--- src/rtl/uart_pkg.sv ---
// Shared UART definitions: FSM state encoding, parity codes, default bit timing.
// Used by the TX serializer and intended for a future RX block.
package uart_pkg;

  typedef enum logic [2:0] {
    S_IDLE   = 3'd0,
    S_START  = 3'd1,
    S_DATA   = 3'd2,
    S_PARITY = 3'd3,
    S_STOP   = 3'd4
  } uart_state_t;

  localparam int PAR_NONE = 0;
  localparam int PAR_ODD  = 1;
  localparam int PAR_EVEN = 2;

  localparam int CLK_HZ            = 25_000_000;
  localparam int BAUD              = 115_200;
  localparam int CLKS_PER_BIT_DFLT = CLK_HZ / BAUD;

  // Even mode returns the XOR of the byte; odd mode returns its inverse.
  function automatic logic parity_bit(input logic [7:0] d, input int mode);
    return (mode == PAR_ODD) ? ~(^d) : (^d);
  endfunction

endpackage

--- src/rtl/uart_baud_gen.sv ---
// Bit-period timer: bit_stb pulses on the last cycle of every CLKS_PER_BIT window.
// Zero latency from clear; clear holds the count at zero so the next period is full length.
module uart_baud_gen
  import uart_pkg::*;
#(
  parameter int CLKS_PER_BIT = CLKS_PER_BIT_DFLT
) (
  input  logic clk,
  input  logic reset,
  input  logic clear,
  output logic bit_stb
);

  localparam int CW = (CLKS_PER_BIT > 1) ? $clog2(CLKS_PER_BIT) : 1;
  localparam logic [CW-1:0] LAST = CW'(CLKS_PER_BIT - 1);

  logic [CW-1:0] r_cnt;

  assign bit_stb = (r_cnt == LAST);

  always_ff @(posedge clk) begin
    if (reset || clear || bit_stb) begin
      r_cnt <= '0;
    end else begin
      r_cnt <= r_cnt + 1'b1;
    end
  end

endmodule

--- src/rtl/uart_tx_serializer.sv ---
// UART transmitter: 8N/8O/8E with 1 or 2 stop bits, LSB first; start bit on the accept edge.
// Holds busy for the whole frame; upstream must wait for busy low before the next byte.
module uart_tx_serializer
  import uart_pkg::*;
#(
  parameter int CLKS_PER_BIT = CLKS_PER_BIT_DFLT,
  parameter int PARITY       = PAR_NONE,
  parameter int STOP_BITS    = 1
) (
  input  logic       clk,
  input  logic       reset,
  input  logic [7:0] data,
  input  logic       data_ready,
  output logic       busy,
  output logic       tx,
  output logic       tx_done
);

  localparam logic [2:0] LAST_STOP = 3'(STOP_BITS - 1);

  uart_state_t r_state, w_state_nxt;
  logic [7:0]  r_shreg, w_shreg_nxt;
  logic [2:0]  r_bitcnt, w_bitcnt_nxt;
  logic        r_par, w_par_nxt;
  logic        r_tx, w_tx_nxt;
  logic        r_busy, w_busy_nxt;
  logic        r_done, w_done_nxt;
  logic        w_bit_stb;
  logic        w_baud_clr;

  // Timer idles at zero, so the start bit launched on the accept edge is a full period.
  assign w_baud_clr = (r_state == S_IDLE);

  uart_baud_gen #(
    .CLKS_PER_BIT(CLKS_PER_BIT)
  ) u_baud (
    .clk    (clk),
    .reset  (reset),
    .clear  (w_baud_clr),
    .bit_stb(w_bit_stb)
  );

  always_ff @(posedge clk) begin
    if (reset) begin
      r_state  <= S_IDLE;
      r_shreg  <= '0;
      r_bitcnt <= '0;
      r_par    <= 1'b0;
      r_tx     <= 1'b1;
      r_busy   <= 1'b0;
      r_done   <= 1'b0;
    end else begin
      r_state  <= w_state_nxt;
      r_shreg  <= w_shreg_nxt;
      r_bitcnt <= w_bitcnt_nxt;
      r_par    <= w_par_nxt;
      r_tx     <= w_tx_nxt;
      r_busy   <= w_busy_nxt;
      r_done   <= w_done_nxt;
    end
  end

  always_comb begin
    w_state_nxt  = r_state;
    w_shreg_nxt  = r_shreg;
    w_bitcnt_nxt = r_bitcnt;
    w_par_nxt    = r_par;
    w_tx_nxt     = r_tx;
    w_busy_nxt   = r_busy;
    w_done_nxt   = 1'b0;

    case (r_state)
      S_IDLE: begin
        w_tx_nxt   = 1'b1;
        w_busy_nxt = 1'b0;
        if (data_ready) begin
          w_state_nxt  = S_START;
          w_shreg_nxt  = data;
          w_par_nxt    = parity_bit(data, PARITY);
          w_bitcnt_nxt = '0;
          w_tx_nxt     = 1'b0;
          w_busy_nxt   = 1'b1;
        end
      end
      S_START: begin
        if (w_bit_stb) begin
          w_state_nxt  = S_DATA;
          w_bitcnt_nxt = '0;
          w_tx_nxt     = r_shreg[0];
        end
      end
      S_DATA: begin
        if (w_bit_stb) begin
          w_shreg_nxt = {1'b0, r_shreg[7:1]};
          if (r_bitcnt == 3'd7) begin
            w_bitcnt_nxt = '0;
            if (PARITY != PAR_NONE) begin
              w_state_nxt = S_PARITY;
              w_tx_nxt    = r_par;
            end else begin
              w_state_nxt = S_STOP;
              w_tx_nxt    = 1'b1;
            end
          end else begin
            w_bitcnt_nxt = r_bitcnt + 3'd1;
            w_tx_nxt     = r_shreg[1];
          end
        end
      end
      S_PARITY: begin
        if (w_bit_stb) begin
          w_state_nxt  = S_STOP;
          w_bitcnt_nxt = '0;
          w_tx_nxt     = 1'b1;
        end
      end
      S_STOP: begin
        if (w_bit_stb) begin
          if (r_bitcnt == LAST_STOP) begin
            w_state_nxt = S_IDLE;
            w_busy_nxt  = 1'b0;
            w_done_nxt  = 1'b1;
            w_tx_nxt    = 1'b1;
          end else begin
            w_bitcnt_nxt = r_bitcnt + 3'd1;
          end
        end
      end
      default: begin
        w_state_nxt = S_IDLE;
        w_tx_nxt    = 1'b1;
        w_busy_nxt  = 1'b0;
      end
    endcase
  end

  assign busy    = r_busy;
  assign tx      = r_tx;
  assign tx_done = r_done;

endmodule

--- config.mk ---
export PLATFORM = sky130hd
export DESIGN_NAME = uart_tx_serializer
export DESIGN_NICKNAME = d
export VERILOG_FILES = /design/src/rtl/uart_pkg.sv /design/src/rtl/uart_baud_gen.sv /design/src/rtl/uart_tx_serializer.sv
export SDC_FILE = /design/constraint.sdc
export NUM_CORES = 1
export LEC_CHECK = 0
export ABC_CLOCK_PERIOD_IN_PS = 2450
export BUFFER_PORTS_ARGS = -buffer_cell sky130_fd_sc_hd__buf_2
export CORE_MARGIN = 2
export CORE_UTILIZATION = 50
export DETAILED_ROUTE_END_ITERATION = 10
export PLACE_DENSITY_LB_ADDON = 0.3
export SYNTH_ARGS = -nofsm -noshare
export SYNTH_HDL_FRONTEND = slang
export SYNTH_SLANG_ARGS = --single-unit
export TNS_END_PERCENT = 100
--- constraint.sdc ---
create_clock -name clk -period 2.45 [get_ports clk]
set_input_delay 0.3675 -clock clk [delete_from_list [all_inputs] [get_ports clk]]
set_output_delay 0.3675 -clock clk [all_outputs]
set_load 0.01 [all_outputs]
==> results by group <==
Cells and area
  • Layout area overhead: 8.70%
  • Fraction of layout cells with a size suffix above 1: 18.1%
  • Final #Nets: 179
  • Non-Filler Instances: 190
  • Commonest non-fill, non-tap cell in the layout: nor2_1
  • Multi-input logic area: 732 um2
  • Antenna Cells: 0
  • Commonest cells after routing, fill and taps aside: nor2_1, dfxtp_1, buf_2
  • FILL cells: 235
  • Register area: 500 um2

Synth
  • Post-synth top area cell: dfxtp_1
  • Area share of the largest cell type after synthesis: 38.7%
  • Post-synth cell types: 40
  • Area contributors post-synth: dfxtp_1, nor2_1, ha_1
  • Synthesized instance count: 149
  • Ys flop type: dfxtp_1
  • Async set-or-reset flop fraction in the synthesized netlist: 0%
  • Syn_nets: 167
  • Post-synthesis sequential area ratio: 38.7%
  • Post-Syn Area: 1290 um2
  • EDFF count, synth: 0
  • Synth Area per Inst: 8.68 um2
  • Yosys reg bits: 25
  • Yosys warnings: 0

Hold path
  • Hold EP: r_shreg[7]
  • Worst Hold Path Cells: 2
  • Hold Startpoint: reset
  • Hold crit path type: in2reg

Critical path
  • R2R Path End: r_bitcnt[2]
  • CP max FO: 14
  • Reg2reg path depth: 4
  • Flop2flop setup slack: 0.60 ns
  • Required time of the critical path: 2.67 ns
  • Critical path class: reg2reg
  • Worst endpoint data arrival time: 2.07 ns
  • RR Startpoint: r_state[2]
  • Setup crit start kind: flop
  • Worst setup EP type: flop

Placement
  • Number of placed instances, taps included: 186
  • Number of port buffers: 13
  • GPL Wtd Cong: 0.864
  • Dpl hpwl: 1.78 mm

Floorplan
  • I/O Pins: 14
  • Initial Util: 52.7%
  • Rows: 18
  • DIE AREA: 3010 um2
  • Die height: 54.9 um
  • Core region area: 2450 um2
  • Die width: 54.9 um

Global route
  • First-pass GRT wire length: 3.77 mm
  • Vias in the first global route: 875
  • Largest net degree at the start of global routing: 20
  • Overflow after GRT: 0
  • Initial antenna violation count: 0
  • Tot GR Track Use: 17.5%

Timing
  • Final hold violations: 0
  • Final slew viol count: 0
  • Part of the cycle the worst path needs: 75.5%
  • Minimum clock period: 1.85 ns
  • Slew headroom: 71.3%
  • Final setup violation count: 0
  • Slew at the pin closest to its max-slew limit: 0.429 ns
  • Clk_skew: 0.00732 ns
  • RSZ-0062 raised after global routing: false
  • Fmax: 0.541 GHz
  • Setup TNS: 0 ns
  • Hold_ws: 0.401 ns

CTS
  • Post-cts sizing count: 0
  • Skew-Pair Late Insertion Delay: 0.32 ns
  • Htree depth: 1
  • Clock root cell: clkbuf_4
  • Maximum clock path buffer count: 2
  • CTS Buf Count: 3
  • Postcts setup bufs: 0
  • TritonCTS clock tree: built
  • Sink Count: 25
  • Clock slew at reported path FFs: 0.14 ns
  • CTS Hold Bufs: 0

Drt
  • Vias: 1,030
  • WL final: 2.36 mm
  • Total iterations of the first detailed-routing run: 4
  • Number of routed nets with antenna violations: 0
  • Vias per inst: 5.42
  • Drt drc: 0
  • Iter 0 DRT Violations: 24
  • DR WL/cell: 12.4 um

Status
  • Status: finished clean

Power
  • Power, Total: 0.000709 W
  • Maximum VDD drop: 0.000380 V
  • Leakage: 0.571 nW
  • Pwr/cell area: 504 nW/um2

Flow run
  • # Max-Cap Violations: 0
cells in the mapped netlist, types with 2 or more instances:
cell type / number
mux2_4: 2
nor3_1: 3
or3b_1: 2
nand2_1: 4
dfxtp_1: 25
ha_1: 7
inv_1: 9
nor2_1: 33
clkbuf_1: 5
nand4_1: 2
a21oi_1: 3
nand2b_1: 4
o221a_2: 7
xnor2_1: 3
nor2b_1: 3
o21ai_0: 2
xor2_1: 3
and2_1: 2
nand3_1: 6
mux2i_1: 3
nand3b_1: 2
per-layer routing:
metal	track usage, %	wire [um]
met1	23.4	1100
met2	28.0	1160
met3	2.46	64
met4	7.50	31
met5	0	0
worst max-delay path by stage:
stage                          startpoint     endpoint  slack [ns]  cells past startpoint
after floorplan                r_state[2]  r_bitcnt[0]        0.84                      4
after global placement         r_state[2]  r_bitcnt[2]        0.69                      4
after detailed placement       r_state[2]  r_bitcnt[2]        0.65                      4
after CTS                      r_state[2]  r_bitcnt[2]        0.63                      4
after global routing      u_baud.r_cnt[0]   r_shreg[5]        0.50                      6
final                          r_state[2]  r_bitcnt[2]        0.60                      4
cell families (layout without fill, tap and decap cells):
logic type	after synthesis	after routing	share of synthesized area, %
xor gates and xnor gates	6	6	4.06
AOI/OAI and AO/OA	22	22	14.9
adders and majority gates	7	7	6.77
buffers and inverters	16	27	4.74
and+or+nand+nor	68	68	26.2
DFF	25	25	38.7
muxes	5	5	4.64
power by group:
group          switching [W]  internal [W]  leakage, nW   total, W
Clock               0.000124     0.0000624       0.0139   0.000187
Combinational      0.0000409     0.0000427        0.353  0.0000836
Sequential         0.0000147      0.000424        0.204   0.000439
Total               0.000180      0.000529        0.571   0.000709
final cells by class:
cell class | count | area share [%]
Clock buffer | 3 | 1.60
Clock inverter | 1 | 0.534
Tap cell | 30 | 2.67
Timing Repair Buffer | 14 | 5.16
Inverter | 9 | 2.40
Sequential cell | 25 | 35.6
Multi-Input combinational cell | 108 | 52.0
per-stage QoR:
step / cell area (um2) / setup slack, ns / utilization [%]
4_1_cts: 1410 / 0.629 / 57.3
3_3_place_gp: 1380 / 0.688 / 56.1
3_5_place_dp: 1380 / 0.654 / 56.1
6_report: 1410 / 0.601 / 57.3
5_1_grt: 1410 / 0.502 / 57.3
2_1_floorplan: 1290 / 0.841 / -
critical path, stage by stage (launching register included):
cell	delay, ns
dfxtp_1	0.46
or4b_1	0.60
o21a_1	0.15
a2bb2o_4	0.24
mux2_4	0.29
flip-flops by register name (all words and copies together) (netlist names):
signal	cells
tx_done	1
tx	1
r_bitcnt	3
busy	1
r_state	3
r_shreg	8
u_baud.r_cnt	8
(Power assumes the default switching activity.)
